### config.mk
export PLATFORM = sky130hd
export DESIGN_NAME = vram_arbiter_flat
export DESIGN_NICKNAME = d
export VERILOG_FILES = /design/src/rtl/vram_arbiter_if.sv /design/src/rtl/vram_arbiter.sv /design/src/flat_wrapper.sv
export SDC_FILE = /design/constraint.sdc
export NUM_CORES = 1
export LEC_CHECK = 0
export CAP_MARGIN = 30
export CORE_MARGIN = 3
export CORE_UTILIZATION = 38
export DETAILED_ROUTE_END_ITERATION = 10
export PLACE_DENSITY = 0.82
export SYNTH_ARGS = -nofsm -noshare
export SYNTH_HDL_FRONTEND = slang
export SYNTH_SLANG_ARGS = --single-unit
### constraint.sdc
create_clock -name clk_pixel -period 1.6 [get_ports clk_pixel]
set_input_delay 0.16 -clock clk_pixel [delete_from_list [all_inputs] [get_ports clk_pixel]]
set_output_delay 0.16 -clock clk_pixel [all_outputs]
set_load 0.01 [all_outputs]
### src/rtl/vram_arbiter_if.sv
// VRAM arbiter bus bundle: video fetch port, CPU request port and the
// synchronous RAM port. The arbiter takes the slave view; the environment
// (display controller, CPU and RAM model) takes the master view.
interface vram_arbiter_if #(
    parameter int ADDR_W = 16,
    parameter int DATA_W = 8
);
    logic              vid_rd;
    logic [ADDR_W-1:0] vid_addr;
    logic [DATA_W-1:0] vid_dout;
    logic              cpu_req;
    logic              cpu_we;
    logic [ADDR_W-1:0] cpu_addr;
    logic [DATA_W-1:0] cpu_wdata;
    logic              cpu_ack;
    logic [DATA_W-1:0] cpu_rdata;
    logic [7:0]        cpu_wait;
    logic              ram_en;
    logic              ram_we;
    logic [ADDR_W-1:0] ram_addr;
    logic [DATA_W-1:0] ram_wdata;
    logic [DATA_W-1:0] ram_rdata;

    modport slave (
        input  vid_rd, vid_addr, cpu_req, cpu_we, cpu_addr, cpu_wdata, ram_rdata,
        output vid_dout, cpu_ack, cpu_rdata, cpu_wait,
        output ram_en, ram_we, ram_addr, ram_wdata
    );

    modport master (
        output vid_rd, vid_addr, cpu_req, cpu_we, cpu_addr, cpu_wdata, ram_rdata,
        input  vid_dout, cpu_ack, cpu_rdata, cpu_wait,
        input  ram_en, ram_we, ram_addr, ram_wdata
    );
endinterface

### src/rtl/vram_arbiter.sv
// VRAM arbiter: video reads pass straight through to the RAM with fixed
// one-cycle latency; CPU writes are posted into a one-entry buffer that
// drains in the first video-free cycle; CPU reads wait for an empty buffer
// and a video-free cycle so read-after-write order is preserved.
module vram_arbiter #(
    parameter int ADDR_W = 16,
    parameter int DATA_W = 8
) (
    input  logic           clk_pixel,
    input  logic           nreset,
    input  logic           srst,
    vram_arbiter_if.slave  bus
);

    typedef enum logic [1:0] {
        S_IDLE    = 2'd0,
        S_RD_WAIT = 2'd1,
        S_ACK     = 2'd2
    } state_t;

    state_t            r_state;
    logic              r_buf_valid;
    logic [ADDR_W-1:0] r_buf_addr;
    logic [DATA_W-1:0] r_buf_data;
    logic              r_cpu_ack;
    logic [DATA_W-1:0] r_cpu_rdata;
    logic [7:0]        r_cpu_wait;

    logic              w_idle;
    logic              w_drain;
    logic              w_wr_accept;
    logic              w_rd_issue;
    logic              w_ram_en;
    logic              w_ram_we;
    logic [ADDR_W-1:0] w_ram_addr;
    logic [DATA_W-1:0] w_ram_wdata;

    // Video always owns the RAM when it reads; the buffer drains before any
    // CPU read may issue, which keeps read-after-write ordering.
    assign w_idle      = (r_state == S_IDLE);
    assign w_drain     = r_buf_valid & ~bus.vid_rd;
    assign w_wr_accept = w_idle & bus.cpu_req & bus.cpu_we & ~r_buf_valid;
    assign w_rd_issue  = w_idle & bus.cpu_req & ~bus.cpu_we & ~r_buf_valid & ~bus.vid_rd;

    // RAM port mux: video, then buffer drain, then CPU read; idle otherwise.
    always_comb begin
        w_ram_en    = 1'b0;
        w_ram_we    = 1'b0;
        w_ram_addr  = bus.cpu_addr;
        w_ram_wdata = r_buf_data;
        if (bus.vid_rd) begin
            w_ram_en   = 1'b1;
            w_ram_we   = 1'b0;
            w_ram_addr = bus.vid_addr;
        end else if (r_buf_valid) begin
            w_ram_en   = 1'b1;
            w_ram_we   = 1'b1;
            w_ram_addr = r_buf_addr;
        end else if (w_rd_issue) begin
            w_ram_en   = 1'b1;
            w_ram_we   = 1'b0;
            w_ram_addr = bus.cpu_addr;
        end else begin
            w_ram_en   = 1'b0;
            w_ram_we   = 1'b0;
        end
    end

    assign bus.ram_en    = w_ram_en;
    assign bus.ram_we    = w_ram_we;
    assign bus.ram_addr  = w_ram_addr;
    assign bus.ram_wdata = w_ram_wdata;
    assign bus.vid_dout  = bus.ram_rdata;
    assign bus.cpu_ack   = r_cpu_ack;
    assign bus.cpu_rdata = r_cpu_rdata;
    assign bus.cpu_wait  = r_cpu_wait;

    // Posted-write buffer: load on write acceptance, clear when drained.
    // Reset drops any pending entry so a discarded write never reaches RAM.
    always_ff @(posedge clk_pixel or negedge nreset) begin
        if (!nreset) begin
            r_buf_valid <= 1'b0;
            r_buf_addr  <= {ADDR_W{1'b0}};
            r_buf_data  <= {DATA_W{1'b0}};
        end else if (srst) begin
            r_buf_valid <= 1'b0;
            r_buf_addr  <= {ADDR_W{1'b0}};
            r_buf_data  <= {DATA_W{1'b0}};
        end else if (w_wr_accept) begin
            r_buf_valid <= 1'b1;
            r_buf_addr  <= bus.cpu_addr;
            r_buf_data  <= bus.cpu_wdata;
        end else if (w_drain) begin
            r_buf_valid <= 1'b0;
        end
    end

    // CPU-side FSM with registered ack, read data and blocked-cycle counter.
    always_ff @(posedge clk_pixel or negedge nreset) begin
        if (!nreset) begin
            r_state     <= S_IDLE;
            r_cpu_ack   <= 1'b0;
            r_cpu_rdata <= {DATA_W{1'b0}};
            r_cpu_wait  <= 8'd0;
        end else if (srst) begin
            r_state     <= S_IDLE;
            r_cpu_ack   <= 1'b0;
            r_cpu_rdata <= {DATA_W{1'b0}};
            r_cpu_wait  <= 8'd0;
        end else begin
            case (r_state)
                S_IDLE: begin
                    r_cpu_ack <= 1'b0;
                    if (w_wr_accept) begin
                        r_state   <= S_ACK;
                        r_cpu_ack <= 1'b1;
                    end else if (w_rd_issue) begin
                        r_state <= S_RD_WAIT;
                    end else if (bus.cpu_req) begin
                        // blocked this cycle: count, saturating
                        if (r_cpu_wait != 8'hFF) begin
                            r_cpu_wait <= r_cpu_wait + 8'd1;
                        end
                    end else begin
                        // no request (or request withdrawn): nothing is waiting
                        r_cpu_wait <= 8'd0;
                    end
                end
                S_RD_WAIT: begin
                    r_cpu_rdata <= bus.ram_rdata;
                    r_state     <= S_ACK;
                    r_cpu_ack   <= 1'b1;
                end
                S_ACK: begin
                    r_cpu_ack  <= 1'b0;
                    r_cpu_wait <= 8'd0;
                    r_state    <= S_IDLE;
                end
                default: begin
                    r_cpu_ack <= 1'b0;
                    r_state   <= S_IDLE;
                end
            endcase
        end
    end

endmodule

### src/flat_wrapper.sv
// flat-port wrapper written by rule: the top's interface ports become plain ports
module vram_arbiter_flat 
#(
    parameter int ADDR_W = 16,
    parameter int DATA_W = 8
)
  (clk_pixel, nreset, srst, bus_vid_rd, bus_vid_addr, bus_cpu_req, bus_cpu_we, bus_cpu_addr, bus_cpu_wdata, bus_ram_rdata, bus_vid_dout, bus_cpu_ack, bus_cpu_rdata, bus_cpu_wait, bus_ram_en, bus_ram_we, bus_ram_addr, bus_ram_wdata);
  vram_arbiter_if #(.ADDR_W(ADDR_W), .DATA_W(DATA_W)) bus_i ();
  input  logic clk_pixel;
  input  logic nreset;
  input  logic srst;
  input wire logic [$bits(bus_i.vid_rd)-1:0] bus_vid_rd;
  input wire logic [$bits(bus_i.vid_addr)-1:0] bus_vid_addr;
  input wire logic [$bits(bus_i.cpu_req)-1:0] bus_cpu_req;
  input wire logic [$bits(bus_i.cpu_we)-1:0] bus_cpu_we;
  input wire logic [$bits(bus_i.cpu_addr)-1:0] bus_cpu_addr;
  input wire logic [$bits(bus_i.cpu_wdata)-1:0] bus_cpu_wdata;
  input wire logic [$bits(bus_i.ram_rdata)-1:0] bus_ram_rdata;
  output wire logic [$bits(bus_i.vid_dout)-1:0] bus_vid_dout;
  output wire logic [$bits(bus_i.cpu_ack)-1:0] bus_cpu_ack;
  output wire logic [$bits(bus_i.cpu_rdata)-1:0] bus_cpu_rdata;
  output wire logic [$bits(bus_i.cpu_wait)-1:0] bus_cpu_wait;
  output wire logic [$bits(bus_i.ram_en)-1:0] bus_ram_en;
  output wire logic [$bits(bus_i.ram_we)-1:0] bus_ram_we;
  output wire logic [$bits(bus_i.ram_addr)-1:0] bus_ram_addr;
  output wire logic [$bits(bus_i.ram_wdata)-1:0] bus_ram_wdata;
  assign bus_i.vid_rd = bus_vid_rd;
  assign bus_i.vid_addr = bus_vid_addr;
  assign bus_i.cpu_req = bus_cpu_req;
  assign bus_i.cpu_we = bus_cpu_we;
  assign bus_i.cpu_addr = bus_cpu_addr;
  assign bus_i.cpu_wdata = bus_cpu_wdata;
  assign bus_i.ram_rdata = bus_ram_rdata;
  assign bus_vid_dout = bus_i.vid_dout;
  assign bus_cpu_ack = bus_i.cpu_ack;
  assign bus_cpu_rdata = bus_i.cpu_rdata;
  assign bus_cpu_wait = bus_i.cpu_wait;
  assign bus_ram_en = bus_i.ram_en;
  assign bus_ram_we = bus_i.ram_we;
  assign bus_ram_addr = bus_i.ram_addr;
  assign bus_ram_wdata = bus_i.ram_wdata;
  vram_arbiter #(.ADDR_W(ADDR_W), .DATA_W(DATA_W)) u_core (.clk_pixel(clk_pixel), .nreset(nreset), .srst(srst), .bus(bus_i));
endmodule
==> results of run 1 <==
-- cell usage after synthesis --
| master | count | area, sq um |
|---|---|---|
| sky130_fd_sc_hd__or2_2 | 2 | 12.51 |
| sky130_fd_sc_hd__nor3b_1 | 1 | 7.510 |
| sky130_fd_sc_hd__buf_1 | 2 | 7.510 |
| sky130_fd_sc_hd__o21ai_0 | 18 | 90.09 |
| sky130_fd_sc_hd__a211oi_1 | 3 | 22.52 |
| sky130_fd_sc_hd__nand2_1 | 72 | 270.3 |
| sky130_fd_sc_hd__clkbuf_1 | 13 | 48.80 |
| sky130_fd_sc_hd__nor2b_1 | 2 | 12.51 |
| sky130_fd_sc_hd__o31ai_1 | 2 | 15.01 |
| sky130_fd_sc_hd__nand2b_1 | 2 | 12.51 |
| sky130_fd_sc_hd__and3b_1 | 1 | 8.760 |
| sky130_fd_sc_hd__a21oi_1 | 25 | 125.1 |
| sky130_fd_sc_hd__dfrtp_1 | 44 | 1101 |
| sky130_fd_sc_hd__nor4_4 | 1 | 21.27 |
| sky130_fd_sc_hd__nor2_2 | 1 | 6.260 |
| sky130_fd_sc_hd__a32o_1 | 5 | 50.05 |
| sky130_fd_sc_hd__nor4_1 | 1 | 6.260 |
| sky130_fd_sc_hd__buf_4 | 9 | 67.56 |
| sky130_fd_sc_hd__or4b_2 | 1 | 10.01 |
| sky130_fd_sc_hd__nand3_1 | 3 | 15.01 |
| sky130_fd_sc_hd__buf_2 | 2 | 10.01 |
| sky130_fd_sc_hd__ha_1 | 1 | 12.51 |
| sky130_fd_sc_hd__nor2_1 | 14 | 52.55 |
| sky130_fd_sc_hd__o2bb2ai_1 | 1 | 8.760 |
| sky130_fd_sc_hd__a211o_1 | 5 | 43.79 |
| sky130_fd_sc_hd__inv_1 | 4 | 15.01 |
| sky130_fd_sc_hd__or3b_4 | 1 | 11.26 |
| sky130_fd_sc_hd__o41ai_1 | 1 | 8.760 |
| sky130_fd_sc_hd__o32ai_1 | 1 | 8.760 |
| sky130_fd_sc_hd__mux2i_1 | 24 | 240.2 |
| sky130_fd_sc_hd__nand3b_1 | 1 | 7.510 |
-- flip-flops by register name, indices dropped and copies added, names as in the netlist --
signal	count
u_core.r_state	2
u_core.r_buf_valid	1
u_core.r_buf_addr	16
u_core.bus.cpu_ack	1
u_core.bus.ram_wdata	8
u_core.bus.cpu_rdata	8
u_core.bus.cpu_wait	8
-- report_power, final --
part | internal (mW) | switching [mW] | total [mW]
registers | 1.15 | 0.0267 | 1.18
clock network | 0.297 | 0.364 | 0.661
logic | 0.380 | 0.298 | 0.678
-- layer usage --
| layer | vias to the layer above | GRT usage, % |
|---|---|---|
| li1 | 1138 | - |
| met1 | 1122 | 22.34 |
| met2 | 72 | 30.42 |
| met3 | 11 | 3.827 |
| met4 | 0 | 7.602 |
| met5 | - | 0 |
-- through the flow --
step	TNS, ns	utilization (%)
after floorplan	-0.2987	-
after global placement	-10.09	62.61
after detailed placement	-10.14	62.61
after CTS	-0.2159	64.69
after global routing	-2.969	66.86
final	-0.5359	66.86
-- worst min-delay path by stage --
stage / end / cells after the start
final: u_core.bus.cpu_rdata[4] / 3
after floorplan: u_core.bus.cpu_ack / 0
after detailed placement: u_core.bus.cpu_rdata[4] / 2
after global routing: u_core.bus.cpu_rdata[4] / 3
after global placement: u_core.bus.cpu_rdata[1] / 2
after CTS: u_core.bus.cpu_rdata[4] / 3
-- cell families after synthesis --
| logic type | share of synthesized area [%] |
|---|---|
| AOI/OAI and AO/OA | 16.00 |
| muxes | 10.31 |
| buffers and inverters | 6.391 |
| and+or+nand+nor | 19.50 |
| DFF | 47.26 |
| adders and majority gates | 0.5370 |
-- cell type report --
type                    instances  area [sq um]  share of cell area [%]
clock buffers                   6         72.57                   1.901
inverters                       4         15.01                  0.3933
well taps                      72         90.09                   2.360
multi-input cells             189          1174                   30.74
clock inverters                 1         5.005                  0.1311
flip-flops and latches         44          1102                   28.88
repair buffers                143          1359                   35.59
-- worst max-delay path, delay by kind of cell (launching register included) --
family	cells	cell delay, ns
compound gates	2	0.21
buf+inv	2	0.33
flops	1	0.41
simple gates	2	0.65
-- cell usage in the layout (no fill, tap or decap), types with 2 or more instances in the layout --
cell type | synthesis | routed
sky130_fd_sc_hd__a211o_1 | 5 | 5
sky130_fd_sc_hd__a32o_1 | 5 | 5
sky130_fd_sc_hd__clkdlybuf4s50_1 | 0 | 85
sky130_fd_sc_hd__o31ai_1 | 2 | 2
sky130_fd_sc_hd__nand3_1 | 3 | 2
sky130_fd_sc_hd__dfrtp_1 | 44 | 43
sky130_fd_sc_hd__buf_6 | 0 | 9
sky130_fd_sc_hd__buf_4 | 9 | 23
sky130_fd_sc_hd__nand2_1 | 72 | 72
sky130_fd_sc_hd__clkbuf_16 | 0 | 2
sky130_fd_sc_hd__a21oi_1 | 25 | 10
sky130_fd_sc_hd__o21ai_0 | 18 | 10
sky130_fd_sc_hd__nor2_1 | 14 | 14
sky130_fd_sc_hd__nor2b_1 | 2 | 2
sky130_fd_sc_hd__mux2i_1 | 24 | 24
sky130_fd_sc_hd__buf_2 | 2 | 10
sky130_fd_sc_hd__buf_12 | 0 | 3
sky130_fd_sc_hd__inv_1 | 4 | 4
sky130_fd_sc_hd__or2_2 | 2 | 2
sky130_fd_sc_hd__a211oi_1 | 3 | 3
sky130_fd_sc_hd__clkbuf_2 | 0 | 8
sky130_fd_sc_hd__a21oi_2 | 0 | 15
sky130_fd_sc_hd__clkbuf_8 | 0 | 5
sky130_fd_sc_hd__o21ai_1 | 0 | 8
sky130_fd_sc_hd__nand2b_1 | 2 | 2
-- what timing repair did --
action,CTS,global route
gates resized for setup,55,57
hold endpoints to repair,44,0
setup endpoints to repair,23,49
buffers inserted,2,4
gates cloned,0,5
pin swaps,5,1
hold buffers,1,0
==> metrics.md, run 1 <==
| Metric | Value |
|---|---|
| Half-perimeter wire length after placement | around 5000 um |
| Worst skew pair latency | between 0.2 and 0.3 ns |
| Worst-Margin Slew | roughly 0.53 ns |
| Fraction of the yosys area taken by sequential cells | a little under half |
| CP startpoint kind | register |
| Final setup vio count | 22 |
| Maximum clock frequency | around 0.6 GHz |
| End of the worst register-to-register path | u_core.bus.cpu_wait[2] |
| Maximum number of pins on one net before global-route repair | 45 |
| Failing checks | setup timing |
| Number of cells in the finished layout apart from fillers | roughly 460 |
| Antenna fix cells | 0 |
| Max FO, Critical Path | 5 |
| Number of storage elements in the synthesis netlist | 44 |
| Instance area after placement | 0.003575 sq mm |
| Io pins | approximately 110 |
| Worst-case vdd ir drop | between 400 and 500 uV |
| Number of instances in the synthesized netlist | 263 |
| Via density | roughly 5.1 |
| Inst Count DP | 440 |
| Worst slack on hold paths | ~0.38 ns |
| Slowest stage delay, CP | between 0.4 and 0.5 ns |
| Net count of the mapped netlist | approximately 320 |
| Die ar. | a little over 0.007 sq mm |
| Arrival time at the worst endpoint | between 1.5 and 2 ns |
| Wirelength per Cell | ~15 um |
| Via count of the first global-routing pass | roughly 2,300 |
| Run status | finished with violations |
| Clock tree from TritonCTS | done |
| Shortest period the worst path allows | roughly 1.7 ns |
| Flop-to-flop setup slack | -0.06 ns |
| Worst reg-to-reg path cell count | 6 |
| Reported leakage power | 1.709 nW |
| Core Rows | 27 |
| Gr ovfl total | 0 |
| Number of vias in the routed layout | around 2,300 |
| Worst EP required | approximately 1.8 ns |
| Total Power | around 2.5 mW |
| Post-place setup slack | -0.3035 ns |
| Post-DRT Antenna Nets | 0 |
| Worst rel slew slack | between 60% and 70% |
| Launch instance of the worst register-to-register path | u_core.r_state[1] |
| Initial core utilization | between 40% and 50% |
| RSZ-0062 raised after global routing | yes |
| Clock Skew | between 0.002 and 0.0025 ns |
| Fraction of layout instances using a drive strength above 1 | between 20% and 30% |
| Final hold violations | 0 |
| Total DRC errors in the routed layout | 0 |
| Mapped Avg Cell Area | around 8.9 sq um |
| Number of nets in the final layout | around 440 |
| Total of fill cells in the finished design | about 470 |
| Hold Path Class | in -> async |
| Max Root-Sink Buffers | 2 |
| Drt first-iter violations | 98 |
| Endpoint type of the worst setup path | register |
| Cell-by-cell trace of the critical path | or3b_4, buf_6, nor4_4, buf_4, a211o_1, a32o_1 |
| Drt total wl | around 7000 um |
| Total core area | about 0.0057 sq mm |
| CTS clock-pin slew for the worst setup and hold paths | ~0.080 ns |
| Detailed route wirelength on metal3 | roughly 380 um |
| Power per Cell Area | between 600 and 700 mW/mm^2 |
| Global-route wire length before repair | 10,580 um |
| Highest metal layer with signal wires | met4 |
| Horiz. Die Dim | 84.30 um |
| Number of antenna violations at the first check in global routing | 0 |
| Worst-path cell with the longest stage delay | sky130_fd_sc_hd__dfrtp_1 |
| Number of detailed-route iterations in the first pass | 4 |
| Post-synthesis instance area | approximately 0.0023 sq mm |
| Met2 WL | 3599 um |
| GPL Wtd Cong | around 0.84 |
| All-Layer GR Usage | between 10% and 20% |
| Chip height | between 80 and 90 um |
| Crit path capture | u_core.bus.cpu_wait[2] |
| Count of different cell masters after synthesis | 31 |
| Total of buffers placed on input and output ports | 104 |
| CTS HTree Levels | 2 |
| Layout Cell Area excl Fill | between 0.003 and 0.004 sq mm |
| Sink count of the clock tree | 44 |
| Met1 wire length | around 2900 um |
| Classification of the worst setup path | reg -> reg |
| Maximum Capacitance Violations | 0 |
| PnR worst setup slack | -0.06071 ns |
| Yosys warnings | 0 |
| Number of CTS-inserted buffers | 5 |
| Crit path from | u_core.r_state[1] |
| Tcrit/Tclk final | 103.8% |
| Master cell of the clock root buffer | sky130_fd_sc_hd__clkbuf_8 |
| Pins Over Slew Limit | 0 |
| Syn-to-layout area delta | 63.86% |
(Power assumes the default switching activity.)
==> inputs of run 2 (changes only) <==
--- a/config.mk
+++ b/config.mk
@@ -10,6 +10,7 @@
 export CORE_UTILIZATION = 38
 export DETAILED_ROUTE_END_ITERATION = 10
 export PLACE_DENSITY = 0.82
+export SKIP_LAST_GASP = 1
 export SYNTH_ARGS = -nofsm -noshare
 export SYNTH_HDL_FRONTEND = slang
 export SYNTH_SLANG_ARGS = --single-unit
==> metrics.md, run 2 (same netlist as run 1, synthesis figures left out) <==
| Metric | Value |
|---|---|
| Run status | finished with violations |
| Failing checks | setup timing |
| Worst skew pair latency | 0.29 ns (about the same) |
| Initial core utilization | 40.81% (unchanged) |
| Core Rows | 27 (unchanged) |
| Final setup vio count | 21 (-4.5%) |
| Number of vias in the routed layout | 2,315 (-1.2%) |
| Cell-by-cell trace of the critical path | or3b_4, buf_6, nor4_4, buf_4, a211o_1, a32o_1 |
| Max Root-Sink Buffers | 2 (unchanged) |
| Io pins | 105 (unchanged) |
| Post-DRT Antenna Nets | 0 (unchanged) |
| Maximum number of pins on one net before global-route repair | 45 (unchanged) |
| Number of detailed-route iterations in the first pass | 4 (unchanged) |
| Crit-path leading delay family | simple AND/OR/NAND/NOR gates |
| Worst rel slew slack | 64.43% (about the same) |
| Worst EP required | 1.84 ns (about the same) |
| Gr ovfl total | 0 (unchanged) |
| Worst-case vdd ir drop | 496.1 uV (-0.25%) |
| Sink count of the clock tree | 44 (unchanged) |
| Classification of the worst setup path | reg -> reg |
| Drt first-iter violations | 99 (+1.0%) |
| Worst-Margin Slew | 0.5336 ns (-0.0009643 ns) |
| Endpoint type of the worst setup path | register |
| Slowest stage delay, CP | 0.41 ns (about the same) |
| Die ar. | 0.007106 sq mm (unchanged) |
| Max FO, Critical Path | 5 (unchanged) |
| RSZ-0062 raised after global routing | yes |
| Syn-to-layout area delta | 62.08% |
| Half-perimeter wire length after placement | 4924 um (unchanged) |
| Tcrit/Tclk final | 103.4% (-0.37 points) |
| Antenna fix cells | 0 (unchanged) |
| Most frequent standard cell in the layout excluding fill and tap cells | sky130_fd_sc_hd__clkdlybuf4s50_1 |
| Total DRC errors in the routed layout | 0 (unchanged) |
| Total Power | 2.502 mW (-0.62%) |
| Hold Path Class | in -> async |
| Number of cells in the finished layout apart from fillers | 456 (-0.65%) |
| Horiz. Die Dim | 84.30 um (unchanged) |
| PnR worst setup slack | -0.05478 ns (+0.005927 ns) |
| Number of nets in the final layout | 439 (-0.68%) |
| Power per Cell Area | 662.5 mW/mm^2 (+0.47%) |
| Drt total wl | 6866 um (-2.1%) |
| Clock Skew | 0.004012 ns (+0.001641 ns) |
| Number of flip-flops under the largest register name | 16 (unchanged) |
| Total core area | 0.005709 sq mm (unchanged) |
| Arrival time at the worst endpoint | 1.89 ns (about the same) |
| Via count of the first global-routing pass | 2,251 (-0.27%) |
| Final TNS setup | -0.4954 ns (+0.04054 ns) |
| Number of antenna violations at the first check in global routing | 0 (unchanged) |
| Worst path bufs/invs | 2 (unchanged) |
| Global-route wire length before repair | 10,560 um (-0.20%) |
| Share of total power consumed by net switching | 27.29% (-0.064 points) |
| Inst Count DP | 440 (unchanged) |
| Cell-internal power | 1.819 mW (-0.53%) |
| Via density | 5.077 (-0.55%) |
| Wirelength per Cell | 15.06 um (-1.4%) |
| Fraction of layout instances using a drive strength above 1 | 22.14% (-0.86 points) |
| Largest register by flop count | u_core.r_buf_addr |
| Number of CTS-inserted buffers | 5 (unchanged) |
| CTS HTree Levels | 2 (unchanged) |
| Clock tree from TritonCTS | done |
| Sequential Power Share | 47.1% (+0.3 points) |
| Power share of the combinational group | 26.5% (-0.4 points) |
| Chip height | 84.30 um (unchanged) |
| Maximum clock frequency | 0.6043 GHz (+0.36%) |
| GPL Wtd Cong | 0.8446 (unchanged) |
| Switching pwr | 0.6826 mW (-0.85%) |
| Maximum Capacitance Violations | 0 (unchanged) |
| CP startpoint kind | register |
| Reported leakage power | 1.689 nW (-1.2%) |
| Pins Over Slew Limit | 0 (unchanged) |
| Master cell of the clock root buffer | sky130_fd_sc_hd__clkbuf_8 |
| Total of buffers placed on input and output ports | 104 (unchanged) |
| Shortest period the worst path allows | 1.655 ns (-0.005927 ns) |
| Commonest cells after routing, fill and taps aside | 85 x sky130_fd_sc_hd__clkdlybuf4s50_1, 72 x sky130_fd_sc_hd__nand2_1, 43 x sky130_fd_sc_hd__dfrtp_1 |
| Worst-path cell with the longest stage delay | sky130_fd_sc_hd__dfrtp_1 |
| Fraction of power consumed by the clock network | 26.4% (about the same) |
| Final core occ | 66.14% (-0.72 points) |
| Final hold violations | 0 (unchanged) |
| All-Layer GR Usage | 18.01% (-0.041 points) |
| CTS clock-pin slew for the worst setup and hold paths | 0.08 ns (about the same) |
-- run 2: changes by cell type in the layout (fill, tap and decap cells not counted), sizes merged --
cell,previous run,this run
buf,46,40
clkbuf,16,19
-- run 2: power by group through the flow --
stage	registers (mW)	logic, mW	clock network (mW)
after floorplan	1.20	0.241	0
after global placement	1.20	0.621	0
after detailed placement	1.20	0.632	0
after CTS	1.18	0.626	0.670
after global routing	1.18	0.716	0.731
final	1.18	0.663	0.660
-- run 2: cell type report --
class | count | area (sq um)
Inverter | 4 | 15.01
Timing Repair Buffer | 140 | 1325
Fill cell | 470 | 1933
Multi-Input combinational cell | 189 | 1166
Tap cell | 72 | 90.09
Sequential cell | 44 | 1102
Clock buffer | 6 | 72.57
Clock inverter | 1 | 5.005
-- run 2: per-layer routing --
layer,share of wire (%),track usage [%],vias to the layer above
li1,-,-,1136
met1,42,22.22,1103
met2,51,30.42,65
met3,5.1,3.827,11
met4,1.9,7.602,0
met5,0,0,-
-- run 2: worst paths after layout --
check | start | endpoint | slack [ns] | cells past startpoint
max | u_core.r_state[1] | u_core.bus.cpu_wait[2] | -0.05 | 6
min | nreset | u_core.bus.cpu_wait[7] | 0.37 | 3
max reg2reg | u_core.r_state[1] | u_core.bus.cpu_wait[2] | -0.05 | 6
min reg2reg | u_core.r_buf_addr[12] | u_core.r_buf_addr[12] | 0.52 | 2
max in group asynchronous | nreset | u_core.r_buf_valid | 0.99 | 3
min in group clk_pixel | bus_cpu_wdata[1] | u_core.bus.ram_wdata[1] | 0.41 | 3
-- run 2: tightest hold or removal path, delay by kind of cell --
family	cells	cell delay (ns)
buf+inv	3	0.89
-- run 2: repair_timing --
item                       in CTS  in global routing
setup endpoints to repair      23                 49
gates cloned                    0                  3
pin swaps                       5                  1
hold buffers                    1                  0
hold endpoints to repair       44                  0
gates resized for setup        46                 56
setup buffers                   2                  3
-- run 2: through the flow --
step                      area, sq um  hold WS, ns  setup WS, ns
final                            3776       0.3713      -0.05478
after global routing             3776       0.4019       -0.1677
after CTS                        3685       0.3837      -0.09140
after detailed placement         3575       0.1569       -0.3035
after global placement           3575       0.1570       -0.2698
after floorplan                  2342      -0.1356      -0.05973
==> inputs of run 3 (changes only) <==
--- a/config.mk
+++ b/config.mk
@@ -10,7 +10,6 @@
 export CORE_UTILIZATION = 38
 export DETAILED_ROUTE_END_ITERATION = 10
 export PLACE_DENSITY = 0.82
-export SKIP_LAST_GASP = 1
 export SYNTH_ARGS = -nofsm -noshare
 export SYNTH_HDL_FRONTEND = slang
 export SYNTH_SLANG_ARGS = --single-unit
==> results of run 3 <==
Same layout as run 1: the final DEF is identical, and so are final timing and power.
